--- src/rtl/text_io_pkg.sv ---
// Shared text I/O definitions for the text receive, echo and transmit blocks.
// Contents: default buffer geometry, transmit state encoding, ASCII control
// characters used for line termination.
// Optional feature macro: TEXT_TX_CRLF_EN adds the CR and LF transmit states.
package text_io_pkg;

  localparam int DEF_MAX_TEXT_BYTES = 32;
  localparam int DEF_SIZE_WIDTH     = 8;
  localparam int DEF_BYTE_WIDTH     = 8;

  localparam logic [7:0] ASCII_CR = 8'h0D;
  localparam logic [7:0] ASCII_LF = 8'h0A;

  typedef enum logic [2:0] {
    TX_IDLE,
    TX_SEND,
    TX_DONE
`ifdef TEXT_TX_CRLF_EN
    ,
    TX_CR,
    TX_LF
`endif
  } tx_state_t;

endpackage

--- src/rtl/rise_edge_detect.sv ---
// Rising-edge detector: pulse is high for the cycle in which sig is high
// and was low on the previous clock edge.
// Ports:
//   clk   - system clock
//   rst_n - asynchronous active-low reset (history clears to 0)
//   sig   - level input
//   pulse - one-cycle rising-edge strobe
module rise_edge_detect (
  input  logic clk,
  input  logic rst_n,
  input  logic sig,
  output logic pulse
);

  logic sig_prev;

  always_ff @(posedge clk or negedge rst_n) begin
    if (!rst_n) sig_prev <= 1'b0;
    else        sig_prev <= sig;
  end

  // History resets to 0, so a level held high through reset release
  // still yields exactly one pulse.
  assign pulse = sig & ~sig_prev;

endmodule

--- src/rtl/text_tx_serializer.sv ---
// Text transmit serializer: latches a packed text buffer on a send request
// and streams its bytes, byte 0 first, to the UART byte transmitter over a
// valid/ready handshake.
// Optional feature macro: TEXT_TX_CRLF_EN appends CR (0x0D) and LF (0x0A)
// after the text, including for zero-length text.
// Ports:
//   clk           - system clock
//   rst_n         - asynchronous active-low reset
//   text_bytes    - packed text, byte 0 in bits [7:0]
//   text_size     - number of valid bytes (clamped to MAX_TEXT_BYTES)
//   text_send     - send request, rising edge starts a transfer
//   busy          - transfer in progress (through the done cycle)
//   text_done     - one-cycle completion pulse
//   tx_byte       - byte presented to UART TX
//   tx_byte_valid - tx_byte is valid
//   tx_byte_ready - UART TX accepts tx_byte this cycle
module text_tx_serializer
  import text_io_pkg::*;
#(
  parameter int MAX_TEXT_BYTES = DEF_MAX_TEXT_BYTES,
  parameter int SIZE_WIDTH     = DEF_SIZE_WIDTH,
  parameter int BYTE_WIDTH     = DEF_BYTE_WIDTH
) (
  input  logic                                 clk,
  input  logic                                 rst_n,
  input  logic [MAX_TEXT_BYTES*BYTE_WIDTH-1:0] text_bytes,
  input  logic [SIZE_WIDTH-1:0]                text_size,
  input  logic                                 text_send,
  output logic                                 busy,
  output logic                                 text_done,
  output logic [BYTE_WIDTH-1:0]                tx_byte,
  output logic                                 tx_byte_valid,
  input  logic                                 tx_byte_ready
);

  // Extra bit so that len can hold MAX_TEXT_BYTES itself.
  localparam int IDX_W = $clog2(MAX_TEXT_BYTES) + 1;

  tx_state_t        state_q, state_d;
  logic [IDX_W-1:0] index_q, index_d;
  logic [IDX_W-1:0] len_q, len_d;
  logic [IDX_W-1:0] len_clamped;
  logic             load;
  logic             send_edge;

  logic [BYTE_WIDTH-1:0] buf_q [MAX_TEXT_BYTES];

  rise_edge_detect u_send_edge (
    .clk   (clk),
    .rst_n (rst_n),
    .sig   (text_send),
    .pulse (send_edge)
  );

  always_comb begin
    if (int'(text_size) > MAX_TEXT_BYTES) len_clamped = IDX_W'(MAX_TEXT_BYTES);
    else                                  len_clamped = IDX_W'(text_size);
  end

  always_ff @(posedge clk or negedge rst_n) begin
    if (!rst_n) begin
      state_q <= TX_IDLE;
      index_q <= '0;
      len_q   <= '0;
    end else begin
      state_q <= state_d;
      index_q <= index_d;
      len_q   <= len_d;
    end
  end

  // Data storage needs no reset: it is only read after a load.
  always_ff @(posedge clk) begin
    if (load) begin
      for (int i = 0; i < MAX_TEXT_BYTES; i++)
        buf_q[i] <= text_bytes[i*BYTE_WIDTH +: BYTE_WIDTH];
    end
  end

  always_comb begin
    state_d       = state_q;
    index_d       = index_q;
    len_d         = len_q;
    load          = 1'b0;
    busy          = 1'b1;
    text_done     = 1'b0;
    tx_byte_valid = 1'b0;
    tx_byte       = '0;

    case (state_q)
      TX_IDLE: begin
        busy = 1'b0;
        if (send_edge) begin
          load    = 1'b1;
          len_d   = len_clamped;
          index_d = '0;
          if (len_clamped != '0) state_d = TX_SEND;
`ifdef TEXT_TX_CRLF_EN
          else                   state_d = TX_CR;
`else
          else                   state_d = TX_DONE;
`endif
        end
      end

      TX_SEND: begin
        tx_byte_valid = 1'b1;
        tx_byte       = buf_q[index_q[IDX_W-2:0]];
        if (tx_byte_ready) begin
          index_d = index_q + IDX_W'(1);
          if (index_q == len_q - IDX_W'(1)) begin
`ifdef TEXT_TX_CRLF_EN
            state_d = TX_CR;
`else
            state_d = TX_DONE;
`endif
          end
        end
      end

`ifdef TEXT_TX_CRLF_EN
      TX_CR: begin
        tx_byte_valid = 1'b1;
        tx_byte       = BYTE_WIDTH'(ASCII_CR);
        if (tx_byte_ready) state_d = TX_LF;
      end

      TX_LF: begin
        tx_byte_valid = 1'b1;
        tx_byte       = BYTE_WIDTH'(ASCII_LF);
        if (tx_byte_ready) state_d = TX_DONE;
      end
`endif

      TX_DONE: begin
        text_done = 1'b1;
        state_d   = TX_IDLE;
      end

      default: state_d = TX_IDLE;
    endcase
  end

endmodule
--- config.mk ---
export PLATFORM = sky130hd
export DESIGN_NAME = text_tx_serializer
export DESIGN_NICKNAME = d
export VERILOG_FILES = /design/src/rtl/text_io_pkg.sv /design/src/rtl/rise_edge_detect.sv /design/src/rtl/text_tx_serializer.sv
export SDC_FILE = /design/constraint.sdc
export NUM_CORES = 1
export LEC_CHECK = 0
export ABC_CLOCK_PERIOD_IN_PS = 12300
export BUFFER_PORTS_ARGS = -buffer_cell sky130_fd_sc_hd__buf_4
export CORE_UTILIZATION = 45
export DETAILED_ROUTE_END_ITERATION = 10
export PLACE_DENSITY = 0.7
export SYNTH_ARGS = -nofsm -noshare
export SYNTH_HDL_FRONTEND = slang
export SYNTH_SLANG_ARGS = --single-unit
--- constraint.sdc ---
create_clock -name clk -period 12.3 [get_ports clk]
set_input_delay 2.46 -clock clk [delete_from_list [all_inputs] [get_ports clk]]
set_output_delay 2.46 -clock clk [all_outputs]
set_load 0.1 [all_outputs]
======== After elaboration in Yosys (flattened, before gate mapping) ========
Memory sizes are Yosys's and may differ from the RTL's.
Index checks and enable logic that the tools add are counted.
W data, S select, Z words.
word-level totals
  bits in registers ....................... 16
  latch bits .............................. 0
  bits in writable memories ............... 256
  ROM bits ................................ 0
  output and inout port bits .............. 11
  logic and storage cells ................. 39
  memories ................................ 1
cells by class
  add/sub/neg operators ................... 2
  multipliers ............................. 0
  div/mod/pow operators ................... 0
  $lt $le $gt $ge ......................... 1
  equality and inequality tests ........... 6
  shifts and indexed selects .............. 0
  mux-type cells .......................... 17
  bitwise operators ....................... 2
  reduce and logical (&&, ||, !) cells .... 6
memories
  name   depth  bits a word  rd ports  clocked after Yosys merged registers in  wr ports  RTL line                  text
  buf_q  32     8            1         0                                        32        text_tx_serializer.sv:46  logic [BYTE_WIDTH-1:0] buf_q [MAX_TEXT_BYTES];
operator list
  operator               number
  $mux W6                3
  $pmux W6 S2            1
  $mux W3                3
  $gt A8 B6 Y1 const B   1
  $mux W8                1
  $mux W1                7
  $add A6 B1 Y6 const B  1
  $eq A6 B6 Y1           1
  $ne A2 B2 Y1 const B   3
  $pmux W3 S2            1
  $reduce_and A3 Y1      2
  $reduce_bool A6 Y1     1
  $sub A6 B1 Y6 const B  1
  $eq A3 B1 Y1 const B   1
  $eq A3 B2 Y1 const B   1
  $logic_not A3 Y1       1
  $mux W2                1
  $reduce_and A2 Y1      1
  $reduce_bool A2 Y1     1
  $and A1 B1 Y1          1
  $not A1 Y1             1

======== Depth between registers and ports, before layout ========
  depth in word-level cells ............... 6
  mapped depth ............................ 8
  gate-level depth less buffers ........... 7

======== Modules after synthesis ========
Synthesis repeated with hierarchy kept, for this count alone.
unflattened totals
  cells, all modules ...................... 559
  area, all modules ....................... 10,820.4 um^2
modules (own cells, without submodules)
  module              times used  cells an instance  area each (um^2)
  text_tx_serializer  1           557                10,781.6
  rise_edge_detect    1           2                  38.8

======== Least setup slack after synthesis ========
OpenSTA, ideal clock, no wires.
  path type ............................... input port to flip-flop
  start point ............................. input port text_send
  end point ............................... memory buf_q[0][0] in the netlist's numbering (enable)
  arrival time ............................ 7,481 ps
  data required time ...................... 10,083 ps
  slack ................................... 2,603 ps
  stages on the path ...................... 3
  buffers on the path ..................... 1
  path through ............................ or3b_1 buf_6 clkinv_1
RTL lines
  element      RTL line                  text
  from (decl)  text_tx_serializer.sv:28  input logic text_send,
  to (decl)    text_tx_serializer.sv:46

======== Worst setup path after layout ========
  start point ............................. register index_q[0]
  end point ............................... output port tx_byte[0]
on the way
  cells in the longest elaborated chain, start to end .. 2
ends and longest elaborated chain
  element                 RTL line                  text
  from (decl)             text_tx_serializer.sv:40  logic [IDX_W-1:0] index_q, index_d;
  from (signal assigned)  text_tx_serializer.sv:67  index_q <= index_d;
  $mem_v2 Z32 W8          n/a
  $mux W8                 text_tx_serializer.sv:90  case (state_q)
  to (decl)               text_tx_serializer.sv:31  output logic [BYTE_WIDTH-1:0] tx_byte,
Every way passes these cells.

==> impl_metrics.ini <==
[route]
post_drt_wl_per_cell_um = 21.90
dr.first_iter.drc_count = 414
vias = 6135
first_pass_iters = 4
antenna_left = 0
vias_per_cell = 5.330
drc_errors = 0
drt-total-wl_um = 25210

[sta]
final-hold-violation-count = 0
worst_slack_ns = 6.037
setup_viol = 0
slew_violations = 0
timing.slew.headroom_pct = 11.80
final.setup.tns_ns = 0
finalCriticalPeriod_ns = 6.263
period_share_pct = 50.91
finalClockSkew_ns = 0.005338
rsz0062_at_grt = no
timing.fmax_ghz = 0.1597
tightest_slew_ns = 1.323

[clocking]
post_cts_buffers = 0
cts_hold_buf = 0
clk_pin_slew_worst_paths_ns = 0.06
cts_sinks = 271
htreeDepth = 1
cts_root_buf = clkbuf_16
tritoncts.num_buffers = 28
cts_resized = 0
cts_tree = yes
clockBufferDepth = 3
clk_latency_ns = 0.53

[placement]
dp.cells = 1097
dpl.hpwl_um = 17520
placed_cell_area_um2 = 12980
port_buffers = 278
gp_congestion = 0.7633
place_ws_ns = 6.522

[grt]
track_usage_pct = 20.80
grt_overflow = 0
grt_max_degree = 186
grt_pass1_vias = 6471
grt_pass1_wl_um = 37360
antenna_found_initial = 2

[synth]
synth-edff-count = 256
seq_area_frac_synth_pct = 75.85
avgSynthCellArea_um2 = 20.09
synth_seq_cells = 271
ys_types = 47
ys.flop_type = edfxtp_1
synthesis.area_um2 = 10630
synthArstFlopShare_pct = 5.535
yosys_warnings = 0
synth_cells = 529
syn_nets = 799

[finish]
fin_area_um2 = 13910
post-route-util_pct = 60.71
final_cells = 1151
nNetsFinal = 1084
drive_gt1_share_pct = 44.86
syn_to_final_growth_pct = 30.87
fill_cells = 1687

[die]
rows = 55
start_util_pct = 46.39
die_area_um2 = 24240
ios = 279
fp.dieH_um = 155.7
core-area_um2 = 22920
die_w_um = 155.7

[critical_path]
ff2ff_path_depth = 4
r2r_start = state_q[0]
start_kind = flop
crit_required_ns = 9.84
end_kind = primary output
criticalPathCategory = reg2out
crit_arrival_ns = 3.80
r2r-end = buf_q[16][6]
path_max_fanout = 59
rrSetupSlack_ns = 8.67

[worst_hold_path]
whs_endpoint = len_q[5]
hold_class = reg2reg
hold_start = len_q[5]
holdPathStages = 2

[outcome]
status = finished, final reports clean

[power]
leakagePower_uw = 0.005136
ir_drop_v = 0.0001220
power_density_nw_per_um2 = 211.3

[job]
maxCapViolations = 0
[critical path, stage by stage, from the launching register on]
cell     delay [ns]
dfrtp_4        0.74
buf_4          0.92
mux4_2         0.62
mux2i_1        0.30
o21ai_0        0.14
and3_1         0.23
buf_4          0.23
[stage by stage]
stage	hold WS, ns	total power [µW]
after floorplan	0.4860	1889
after global placement	0.5221	2096
after detailed placement	0.5089	2118
after CTS	0.5360	2969
after global routing	0.5913	3059
final	0.5335	2940
[area by class of cell]
class                      count  area, µm²  share of cell area (%)
multi-input combinational    226       2380                   17.11
inverter                       5      26.28                  0.1889
timing repair buffer         282       2117                   15.22
sequential                   271       8068                   57.99
tap                          313      391.6                   2.815
clock inverter                17      176.4                   1.268
clock buffer                  35      748.2                   5.378
antenna                        2      5.005                 0.03597
[layout by cell type, fill, tap and decap left out, types with 3 or more instances in the layout]
master	count
nor2_1	17
o22ai_1	5
clkbuf_1	6
o21ai_0	5
buf_4	282
clkbuf_16	29
o311ai_1	3
dfrtp_1	13
a22oi_1	4
inv_1	3
nand3_1	8
clkinv_2	6
xor2_1	7
o221ai_1	5
xnor2_1	3
bufinv_16	4
clkinv_1	7
mux2i_1	38
a2111oi_0	4
and3_1	5
o21ai_1	6
edfxtp_1	256
mux4_2	48
a22o_1	4
nand2_1	15
a21oi_1	6
mux2_1	3
a211oi_1	13
[registers in the layout, indices dropped and copies added, names as in the netlist]
name / cells
buf_q: 256
index_q: 6
len_q: 6
state_q: 2
u_send_edge.sig_prev: 1
[cell usage after synthesis, drive strengths merged, types with 6 or more instances]
cell | count | area, µm²
o21ai | 11 | 55.05
edfxtp | 256 | 7687
buf | 17 | 133.9
nand3 | 8 | 40.04
mux4 | 48 | 1081
xor2 | 7 | 61.31
nor2 | 17 | 63.81
a21oi | 6 | 30.03
a211oi | 13 | 97.59
mux2i | 38 | 380.4
clkbuf | 10 | 37.54
nand2 | 15 | 56.30
dfrtp | 15 | 375.4
[power breakdown]
part	internal (µW)	switching, µW	leakage (µW)	total [µW]
Sequential	1110	74.2	0.00251	1180
Clock	512	337	0.000455	849
Combinational	353	554	0.00217	907
[routing by layer]
metal | up-vias | track usage [%] | wire length, µm
met1 | 3086 | 27.38 | 10160
met3 | 45 | 3.639 | 1575
li1 | 2767 | - | -
met2 | 237 | 35.23 | 12770
met4 | 0 | 6.863 | 697
met5 | - | 0 | 0
[how the worst max path moves through the flow]
| stage | cells after the start | end | start | slack (ns) |
|---|---|---|---|---|
| 2_1_floorplan | 3 | buf_q[0][0] | text_send | 2.60 |
| 3_3_place_gp | 6 | tx_byte[0] | index_q[0] | 6.53 |
| 3_5_place_dp | 6 | tx_byte[0] | index_q[0] | 6.52 |
| 4_1_cts | 6 | tx_byte[0] | index_q[0] | 5.95 |
| 5_1_grt | 6 | tx_byte[0] | index_q[0] | 5.78 |
| 6_report | 6 | tx_byte[0] | index_q[0] | 6.04 |
[logic make-up after synthesis]
family                     share of synthesized area (%)
AOI/OAI and AO/OA                                  4.237
and+or+nand+nor                                    3.001
xor gates and xnor gates                          0.8240
muxes                                              14.07
adders and majority gates                         0.2354
buffers and inverters                              1.789
DFF                                                75.85
Power figures use the tool's default switching activity.
